[src/rtl/frame_accumulator.sv]
// ---------------------------------------------------------------------------
// frame_accumulator
//   Sums signed 32-bit samples from the upstream a*b+c*d+e datapath into
//   frames. A frame closes after FRAME_LEN beats or on an early in_last beat.
//   One {sum, beat count, sat} result per frame is offered over valid/ready.
//
// Parameters
//   FRAME_LEN  beats per full frame (1..255)
//   ACC_W      accumulator / result width (>= 32 + clog2(FRAME_LEN))
//   CNT_W      beat counter width (>= clog2(FRAME_LEN+1))
//
// Ports
//   clk        clock, all state on posedge
//   rst        synchronous reset, active-high
//   in_valid   upstream beat valid
//   in_ready   beat can be accepted this cycle
//   in_y       signed sample
//   in_last    closes the frame early (qualified by in_valid)
//   out_valid  frame result valid
//   out_ready  downstream accepts result
//   out_sum    signed frame sum
//   out_count  beats in the frame (1..FRAME_LEN)
//   out_sat    result was clamped to the signed 32-bit range
//
// Build option
//   FRAME_ACC_SAT_EN  when defined, results are clamped to [-2^31, 2^31-1]
//                     and out_sat flags a clamp; otherwise the full-width
//                     sum is emitted and out_sat is always 0.
// ---------------------------------------------------------------------------
module frame_accumulator #(
    parameter int FRAME_LEN = 8,
    parameter int ACC_W     = 40,
    parameter int CNT_W     = 8
) (
    input  logic                    clk,
    input  logic                    rst,
    input  logic                    in_valid,
    output logic                    in_ready,
    input  logic signed [31:0]      in_y,
    input  logic                    in_last,
    output logic                    out_valid,
    input  logic                    out_ready,
    output logic signed [ACC_W-1:0] out_sum,
    output logic [CNT_W-1:0]        out_count,
    output logic                    out_sat
);

    typedef enum logic [0:0] {
        IDLE  = 1'b0,
        ACCUM = 1'b1
    } state_t;

    state_t                  r_state;
    logic signed [ACC_W-1:0] r_acc;
    logic [CNT_W-1:0]        r_cnt;
    logic                    r_out_valid;
    logic signed [ACC_W-1:0] r_out_sum;
    logic [CNT_W-1:0]        r_out_count;
    logic                    r_out_sat;

    logic                    w_accept;
    logic                    w_close;
    logic signed [ACC_W-1:0] w_y_ext;
    logic signed [ACC_W-1:0] w_base;
    logic signed [ACC_W-1:0] w_sum;
    logic [CNT_W-1:0]        w_cnt_next;
    logic signed [ACC_W-1:0] w_res;
    logic                    w_sat;

`ifdef FRAME_ACC_SAT_EN
    localparam logic signed [ACC_W-1:0] C_MAX = ACC_W'(32'sh7FFF_FFFF);
    localparam logic signed [ACC_W-1:0] C_MIN = ACC_W'(32'sh8000_0000);

    // Returns {clamped, value}; clamped is set when the value had to move.
    function automatic logic [ACC_W:0] clamp32(input logic signed [ACC_W-1:0] v);
        if (v > C_MAX) begin
            return {1'b1, C_MAX};
        end else if (v < C_MIN) begin
            return {1'b1, C_MIN};
        end else begin
            return {1'b0, v};
        end
    endfunction

    logic [ACC_W:0] w_clamp;
    assign w_clamp = clamp32(w_sum);
    assign w_sat   = w_clamp[ACC_W];
    assign w_res   = w_clamp[ACC_W-1:0];
`else
    assign w_sat   = 1'b0;
    assign w_res   = w_sum;
`endif

    // A pending result that is not being taken blocks every beat, closing or not.
    assign in_ready   = !r_out_valid || out_ready;
    assign w_accept   = in_valid && in_ready;

    assign w_y_ext    = ACC_W'(in_y);
    // In IDLE the accumulator is logically empty, so the first beat loads directly.
    assign w_base     = (r_state == IDLE) ? '0 : r_acc;
    assign w_sum      = w_base + w_y_ext;
    assign w_cnt_next = r_cnt + 1'b1;
    assign w_close    = in_last || (w_cnt_next == CNT_W'(FRAME_LEN));

    always_ff @(posedge clk) begin
        if (rst) begin
            r_state     <= IDLE;
            r_acc       <= '0;
            r_cnt       <= '0;
            r_out_valid <= 1'b0;
            r_out_sum   <= '0;
            r_out_count <= '0;
            r_out_sat   <= 1'b0;
        end else begin
            if (r_out_valid && out_ready) begin
                r_out_valid <= 1'b0;
            end
            if (w_accept) begin
                if (w_close) begin
                    // A new result overrides the clear above: back-to-back frames with no bubble.
                    r_out_valid <= 1'b1;
                    r_out_sum   <= w_res;
                    r_out_count <= w_cnt_next;
                    r_out_sat   <= w_sat;
                    r_acc       <= '0;
                    r_cnt       <= '0;
                    r_state     <= IDLE;
                end else begin
                    r_acc       <= w_sum;
                    r_cnt       <= w_cnt_next;
                    r_state     <= ACCUM;
                end
            end
        end
    end

    assign out_valid = r_out_valid;
    assign out_sum   = r_out_sum;
    assign out_count = r_out_count;
    assign out_sat   = r_out_sat;

endmodule

[config.mk]
export PLATFORM = sky130hd
export DESIGN_NAME = frame_accumulator
export DESIGN_NICKNAME = d
export VERILOG_FILES = /design/src/rtl/frame_accumulator.sv
export SDC_FILE = /design/constraint.sdc
export NUM_CORES = 1
export LEC_CHECK = 0
export ABC_CLOCK_PERIOD_IN_PS = 8700
export BUFFER_PORTS_ARGS = -buffer_cell sky130_fd_sc_hd__buf_2
export CORE_UTILIZATION = 33
export DETAILED_ROUTE_END_ITERATION = 6
export PLACE_DENSITY = 0.52
export SYNTH_ARGS = -nofsm -noshare
export SYNTH_HDL_FRONTEND = slang
export SYNTH_SLANG_ARGS = --single-unit
[constraint.sdc]
create_clock -name clk -period 8.7 [get_ports clk]
set_input_delay 2.175 -clock clk [delete_from_list [all_inputs] [get_ports clk]]
set_output_delay 2.175 -clock clk [all_outputs]
set_load 0.01 [all_outputs]
Word level (Yosys, flattened, before mapping)
Index checks and enable logic that the tools add are counted.

operators by class
  multiplexer cells = 7
  equality and inequality tests = 1
  add/sub/neg operators = 2
  reduce and logical (&&, ||, !) cells = 6

operator list
  cell                   number
  $mux W40               2
  $add A40 B32 Y40       1
  $add A8 B1 Y8 const B  1
  $eq A8 B4 Y1 const B   1
  $mux W8                1
  $mux W1                4
  $logic_and A1 B1 Y1    2
  $logic_or A1 B1 Y1     2
  $reduce_and A2 Y1      1
  $logic_not A1 Y1       1

storage, ports and cells
  output and inout bits = 51
  input port bits = 37
  flip-flop bits (word level) = 98
  word-level logic and storage cells = 22

Logic depth before layout (Yosys ltp)
Gate-level depths: netlist (run 1).

  word-level depth = 5
  mapped depth = 12
  mapped depth without buffers = 11

Least setup slack after synthesis (run 1)
No wires, ideal clock.

  path kind = input to register
  start = in in_y[0]
  end = reg r_acc[36]
  arrival = 4540 ps
  setup slack = 4035 ps
  stages on the path = 10
  library setup time = 125 ps
  buffers on the path = 0
  data required time = 8575 ps
  path through = ha_1 fa_1 a21o_1 a221oi_1 or4_1 a21oi_2 or4_4 a31o_1 a211oi_1 o21ai_1

on the way
  cells in the longest elaborated chain, start to end = 2

ends and longest elaborated chain
  item                  line  RTL
  start, declared       39    input logic signed [31:0] in_y,
  $add A40 B32 Y40      101   assign w_sum = w_base + w_y_ext;
  $mux W40              119   if (w_close) begin
  end signal, assigned  129   r_acc <= w_sum;
  end, declared         54    logic signed [ACC_W-1:0] r_acc;

No other way between the ends.
A chain may end at the register's enable or synchronous reset.

Worst setup path after layout (run 1)
  start = in out_ready
  end = out in_ready

on the way
  cells in the longest elaborated chain, start to end = 1

ends and longest elaborated chain
  item                line  RTL
  start, declared     42    input logic out_ready,
  $logic_or A1 B1 Y1  95    assign in_ready = !r_out_valid || out_ready;
  end, declared       38    output logic in_ready,

No other way between the ends.

==> summary.md, run 1 <==
| Metric | Value |
|---|---|
| Hold_buf cts | `0` |
| Setup Skew | `0.01505 ns` |
| Sequential fraction of the synthesis area | `0.3072` |
| PostCTS Resize Cnt | `0` |
| Simple-Gate Fraction of Synth Area | `0.2602` |
| Clock sink total | `98` |
| Post-DRT Antenna Nets | `0` |
| Initial Utilization | `0.3391` |
| # nets final | `945` |
| Sequential power share | `0.460` |
| Mapped Area | `6386 um^2` |
| Vias in the first global route | `5507` |
| Residual DRC | `0` |
| Critical path required time | `6.53 ns` |
| Leading area contributor after synthesis | `dfxtp_1` |
| Avg Cell Area, Syn | `7.797 um^2` |
| Core ar. | `18830 um^2` |
| Main synth FF type | `dfxtp_1` |
| Final core occ | `0.3851` |
| Total CTS buffers | `9` |
| R2r setup slk | `5.09 ns` |
| Number of synthesized flops with an enable pin | `0` |
| Die height | `141.1 um` |
| Critical path data arrival time | `2.59 ns` |
| Post-synth top cells | `107 x nand2_1, 98 x dfxtp_1, 82 x a21oi_1, 58 x nor2_1, 46 x and2_1` |
| Worst slew margin | `0.3581` |
| Final Cycle Share | `0.5476` |
| Chip width | `141.1 um` |
| Ports | `88` |
| Row count | `50` |
| Outcome | `completed` |
| Inserted Diodes | `0` |
| Worst vdd ir | `80.22 uV` |
| Startpoint Class | `input port` |
| Synth top area cells | `dfxtp_1 31%, ha_1 7.8%, a21oi_1 6.4%` |
| Share of the synthesized area in the top cell type | `0.3072` |
| Endpoints failing setup | `0` |
| Switching portion of total power | `0.3009` |
| Number of distinct library cells after synthesis | `71` |
| Clock share of power | `0.384` |
| Total number of vias | `5920` |
| Hold Violations, Final | `0` |
| GP Congestion | `0.8608` |
| CP Class | `input port to output port` |
| Crit path time final | `4.764 ns` |
| RSZ-0062 raised after global routing | `false` |
| First-pass GRT wire length | `29.09 mm` |
| First-pass DRT Iterations | `4` |
| Syn Inst Count | `819` |
| HPWL Detailed | `12.70 mm` |
| Clock transition at path regs | `0.07 ns` |
| P per Cell Area | `144.0 nW/um^2` |
| Worst-path maximum fanout | `4` |
| Max Root-Sink Buffers | `2` |
| Most numerous cell in the Yosys netlist | `nand2_1` |
| CP endpoint kind | `output port` |
| Multiplexer share of the synthesized area | `0.004702` |
| GRT overflow | `0` |
| Port bufs | `86` |
| P_sw | `0.0003142 W` |
| Hold crit path type | `flip-flop to flip-flop` |
| Xor/xnor cell area share of the yosys netlist | `0.04663` |
| Initial DRC count | `273` |
| Worst-Margin Slew | `0.9628 ns` |
| Logic gate share of total power | `0.156` |
| Adder-Cell Fraction of Synth Area | `0.08150` |
| Wire length per cell | `15.76 um` |
| Setup TNS | `0 ns` |
| Asr flop ratio synth | `0` |
| Leakage power | `3.054 nW` |
| GRT Overall Usage | `0.1847` |
| Root Driver | `clkbuf_16` |
| Layout area overhead | `13.54%` |
| Pint | `0.0007300 W` |
| Max Cap Violations | `0` |
| Post-CTS setup buffer count | `0` |
| Pins Over Slew Limit | `0` |
| Synth warn | `0` |
| Cells on worst reg2reg path | `9` |
| Post-synth net total | `897` |
| Share of cells above drive strength 1 | `0.1537` |
| Antenna violations before repair | `0` |
| Worst-Skew Late Latency | `0.36 ns` |
| CTS H-tree lvls | `3` |
| Via-to-Cell Ratio | `5.230` |
| Fmax | `209.9 MHz` |
| Main combinational cell family by area after synthesis | `simple AND/OR/NAND/NOR gates` |
| TritonCTS clock tree | `built` |
| Synth Area in Compound Gates | `0.2571` |
| Drt total wl | `17.85 mm` |
| Die area | `19910 um^2` |
| Yosys reg bits | `98` |
| Largest net degree at the start of global routing | `93` |
| WHS Path Cells | `2` |
==> stage by stage <==
stage               instances  instance area (um^2)  power (W)  hold slack (ns)  setup WS [ns]
finish                   1132                  7251   0.001044           0.4515          3.936
global route             1132                  7251   0.001096           0.4694          3.773
CTS                      1132                  7251   0.001059           0.4540          3.932
detailed placement       1116                  6964  0.0006542           0.4404          3.613
global placement         1116                  6964  0.0006545           0.4305          3.659
floorplan                 819                  6386  0.0005998           0.4167          4.035
==> per-layer routing <==
layer | share of wire | up-vias | GRT usage
li1 | - | 3040 | -
met1 | 0.51 | 2739 | 0.2552
met2 | 0.44 | 123 | 0.2939
met3 | 0.034 | 18 | 0.02717
met4 | 0.016 | 0 | 0.05950
met5 | 0 | - | 0
==> power groups by stage <==
stage / logic, W / clock network (W) / registers [W]
global route: 0.000182 / 0.000431 / 0.000483
CTS: 0.000164 / 0.000414 / 0.000480
global placement: 0.000164 / 0 / 0.000491
detailed placement: 0.000164 / 0 / 0.000491
finish: 0.000163 / 0.000401 / 0.000480
floorplan: 0.000105 / 0 / 0.000495
==> cell usage in the layout (no fill, tap or decap), types with 13 or more instances in the layout <==
cell | netlist | final
a21o_1 | 21 | 21
dfxtp_1 | 98 | 98
nand3b_1 | 17 | 17
nand3_1 | 26 | 26
xnor2_1 | 24 | 24
nor2_1 | 58 | 56
a211oi_1 | 16 | 16
and2_1 | 46 | 46
buf_2 | 10 | 86
o21ai_0 | 42 | 42
a21oi_1 | 82 | 82
ha_1 | 40 | 40
nand2_1 | 107 | 107
or3_1 | 13 | 13
==> flip-flops by register name, indices dropped and copies added, names as in the netlist <==
signal and count:
r_cnt 8, r_state 1, out_valid 1, out_count 8, out_sum 40, r_acc 40
==> final timing paths <==
check,end,startpoint
worst max-delay path,in_ready,out_ready
worst min-delay path,r_acc[0],r_acc[0]
worst max register to register,out_sum[35],r_cnt[0]
worst min register to register,r_acc[0],r_acc[0]
==> worst max-delay path: stages <==
cell	delay, ns
buf_2	0.09
nand2b_1	0.17
buf_2	0.15
==> layout make-up <==
cell class / count / area [um^2]
repair buffers: 93 / 483.0
fillers: 1994 / 11580
multi-input cells: 658 / 4168
flip-flops and latches: 98 / 1962
inverters: 7 / 26.28
clock buffers: 9 / 225.2
clock inverters: 7 / 61.31
well taps: 260 / 325.3
==> cells by family (layout without fill, tap and decap cells) <==
logic type,count (synthesis),in the layout
flops,98,98
mux,3,3
fa+ha+maj,41,41
buf+inv,63,116
simple gates,331,331
xor+xnor,34,34
other cells,1,1
compound gates,248,248
No activity file was read; power rests on OpenSTA's default activity.
==> inputs of run 2 (changes only) <==
--- a/config.mk
+++ b/config.mk
@@ -5,11 +5,11 @@
 export SDC_FILE = /design/constraint.sdc
 export NUM_CORES = 1
 export LEC_CHECK = 0
-export ABC_CLOCK_PERIOD_IN_PS = 8700
+export ABC_CLOCK_PERIOD_IN_PS = 4300
 export BUFFER_PORTS_ARGS = -buffer_cell sky130_fd_sc_hd__buf_2
 export CORE_UTILIZATION = 33
 export DETAILED_ROUTE_END_ITERATION = 6
-export PLACE_DENSITY = 0.52
+export PLACE_DENSITY = 0.54
 export SYNTH_ARGS = -nofsm -noshare
 export SYNTH_HDL_FRONTEND = slang
 export SYNTH_SLANG_ARGS = --single-unit
==> constraint.sdc (replaced) <==
create_clock -name clk -period 4.3 [get_ports clk]
set_input_delay 1.075 -clock clk [delete_from_list [all_inputs] [get_ports clk]]
set_output_delay 1.075 -clock clk [all_outputs]
set_load 0.01 [all_outputs]
==> run 2 against run 1 <==
Via count grew 1.3%. Cell area up 1.0%. Clock power grew 110%. Worst hold slack worse by 0.0016 ns. Register-to-register slack worse by 4.5 ns. Sequential power rose by 100%. Combinational power rose by 110%. Setup slack lost 3.3 ns. Routed wire length rose by 2.5%. Cell count rose by 0.53%. Critical path type is now flip-flop to flip-flop.
==> summary.md, run 2 (synthesis results as in run 1) <==
| Metric | Value |
|---|---|
| Final Cell Area | `7323 um^2` |
| Die area | `19910 um^2` |
| Commonest non-fill, non-tap cell in the layout | `nand2_1` |
| First-pass DRT Iterations | `5` |
| # nets final | `951` |
| Crit path from | `r_state` |
| Cells on worst reg2reg path | `11` |
| Max Root-Sink Buffers | `2` |
| Hold Violations, Final | `0` |
| Worst-Skew Late Latency | `0.37 ns` |
| Wire length per cell | `16.07 um` |
| PostCTS Resize Cnt | `0` |
| Initial Utilization | `0.3391` |
| Fmax | `270.7 MHz` |
| CP Class | `flip-flop to flip-flop` |
| Die height | `141.1 um` |
| Crit path to | `r_acc[36]` |
| CTS H-tree lvls | `3` |
| Total CTS buffers | `9` |
| Core ar. | `18830 um^2` |
| Max Cap Violations | `0` |
| Setup TNS | `0 ns` |
| Worst-path maximum fanout | `23` |
| Final Cycle Share | `0.8593` |
| Chip width | `141.1 um` |
| Crit path buffers/inverters | `1` |
| Drt total wl | `18.28 mm` |
| Dpl ws | `0.2920 ns` |
| Total number of vias | `5994` |
| Share of cells above drive strength 1 | `0.1583` |
| R2r setup slk | `0.61 ns` |
| Critical path required time | `4.54 ns` |
| Hold crit path type | `flip-flop to flip-flop` |
| Antenna violations before repair | `0` |
| First-pass GRT wire length | `29.71 mm` |
| Non-Filler Instances | `1138` |
| Highest cell delay on the worst timing path | `0.82 ns` |
| TritonCTS clock tree | `built` |
| Initial DRC count | `393` |
| Post-DRT Antenna Nets | `0` |
| Pins Over Slew Limit | `0` |
| GRT Overall Usage | `0.1894` |
| Clock sink total | `98` |
| Final worst setup slack | `0.6052 ns` |
| Via-to-Cell Ratio | `5.267` |
| Row count | `50` |
| CP delay by family, top | `compound AO/OA/AOI/OAI gates` |
| RSZ-0062 raised after global routing | `false` |
| Hold_buf cts | `0` |
| Vias in the first global route | `5590` |
| Layout area overhead | `14.67%` |
| Ports | `88` |
| Worst-Margin Slew | `1.050 ns` |
| Outcome | `completed` |
| Clock transition at path regs | `0.07 ns` |
| Worst slew margin | `0.2992` |
| Slowest CP cell | `dfxtp_1` |
| CP endpoint kind | `flip-flop` |
| Worst vdd ir | `202.1 uV` |
| FF-to-FF Start | `r_state` |
| Post-DP Area | `7022 um^2` |
| Crit-path cells | `buf_4 -> and2_1 -> ha_1 -> a21oi_1 -> o211ai_1 -> a41o_1 -> a21o_1 -> or4_4 -> a31o_1 -> a211oi_1 -> o21ai_1` |
| GP Congestion | `0.8713` |
| Leakage power | `3.083 nW` |
| Inserted Diodes | `0` |
| Reg-to-Reg End | `r_acc[36]` |
| P per Cell Area | `296.2 nW/um^2` |
| Most frequent cells in the layout | `107 x nand2_1, 98 x dfxtp_1, 86 x buf_2` |
| DP Cell Count | `1122` |
| Port bufs | `86` |
| Post-CTS setup buffer count | `0` |
| Setup Skew | `0.01294 ns` |
| HPWL Detailed | `13.31 mm` |
| Largest net degree at the start of global routing | `42` |
| Crit path time final | `3.695 ns` |
| Critical path data arrival time | `3.93 ns` |
| GRT overflow | `0` |
| Root Driver | `clkbuf_16` |
| Startpoint Class | `flip-flop` |
| Worst path depth | `11` |
| Endpoints failing setup | `0` |
| Residual DRC | `0` |
## run 2: tightest hold or removal path: cells and delay by family, from the launching register on
| kind | cells | cell delay [ns] |
|---|---|---|
| AND/OR/NAND/NOR | 1 | 0.05 |
| AO/OA/AOI/OAI | 1 | 0.05 |
| flip-flops | 1 | 0.31 |
## run 2: per-stage QoR
stage	hold slack, ns	util	power [W]
2_1_floorplan	0.4167	-	0.001214
6_report	0.4500	0.3889	0.002169
5_1_grt	0.4732	0.3889	0.002275
3_5_place_dp	0.4339	0.3729	0.001332
4_1_cts	0.4501	0.3889	0.002195
3_3_place_gp	0.4291	0.3729	0.001331
## run 2: power breakdown
group | switching, W | leakage, nW | internal (W)
registers | 0.0000246 | 0.800 | 0.000950
clock network | 0.000401 | 0.137 | 0.000458
logic | 0.000208 | 2.15 | 0.000127
total | 0.000634 | 3.08 | 0.00154
## run 2: area by class of cell
type	instances	area [um^2]
clock buffer	10	229.0
clock inverter	6	72.57
fill	2022	11510
inverter	7	26.28
multi-input combinational	658	4168
sequential	98	1962
tap	260	325.3
timing repair buffer	99	540.5
## run 2: worst min-delay path by stage
stage | cells after the start | start | slack [ns] | to
floorplan | 2 | r_acc[17] | 0.42 | r_acc[17]
global placement | 2 | r_acc[17] | 0.43 | r_acc[17]
detailed placement | 2 | r_acc[30] | 0.43 | r_acc[30]
CTS | 2 | r_acc[30] | 0.45 | r_acc[30]
global route | 2 | out_sum[12] | 0.47 | out_sum[12]
finish | 2 | r_acc[4] | 0.45 | r_acc[4]
## run 2: layer usage
layer,global-route usage,part of all wire
met1,0.2648,0.51
met2,0.2929,0.44
met3,0.03159,0.037
met4,0.06465,0.014
met5,0,0
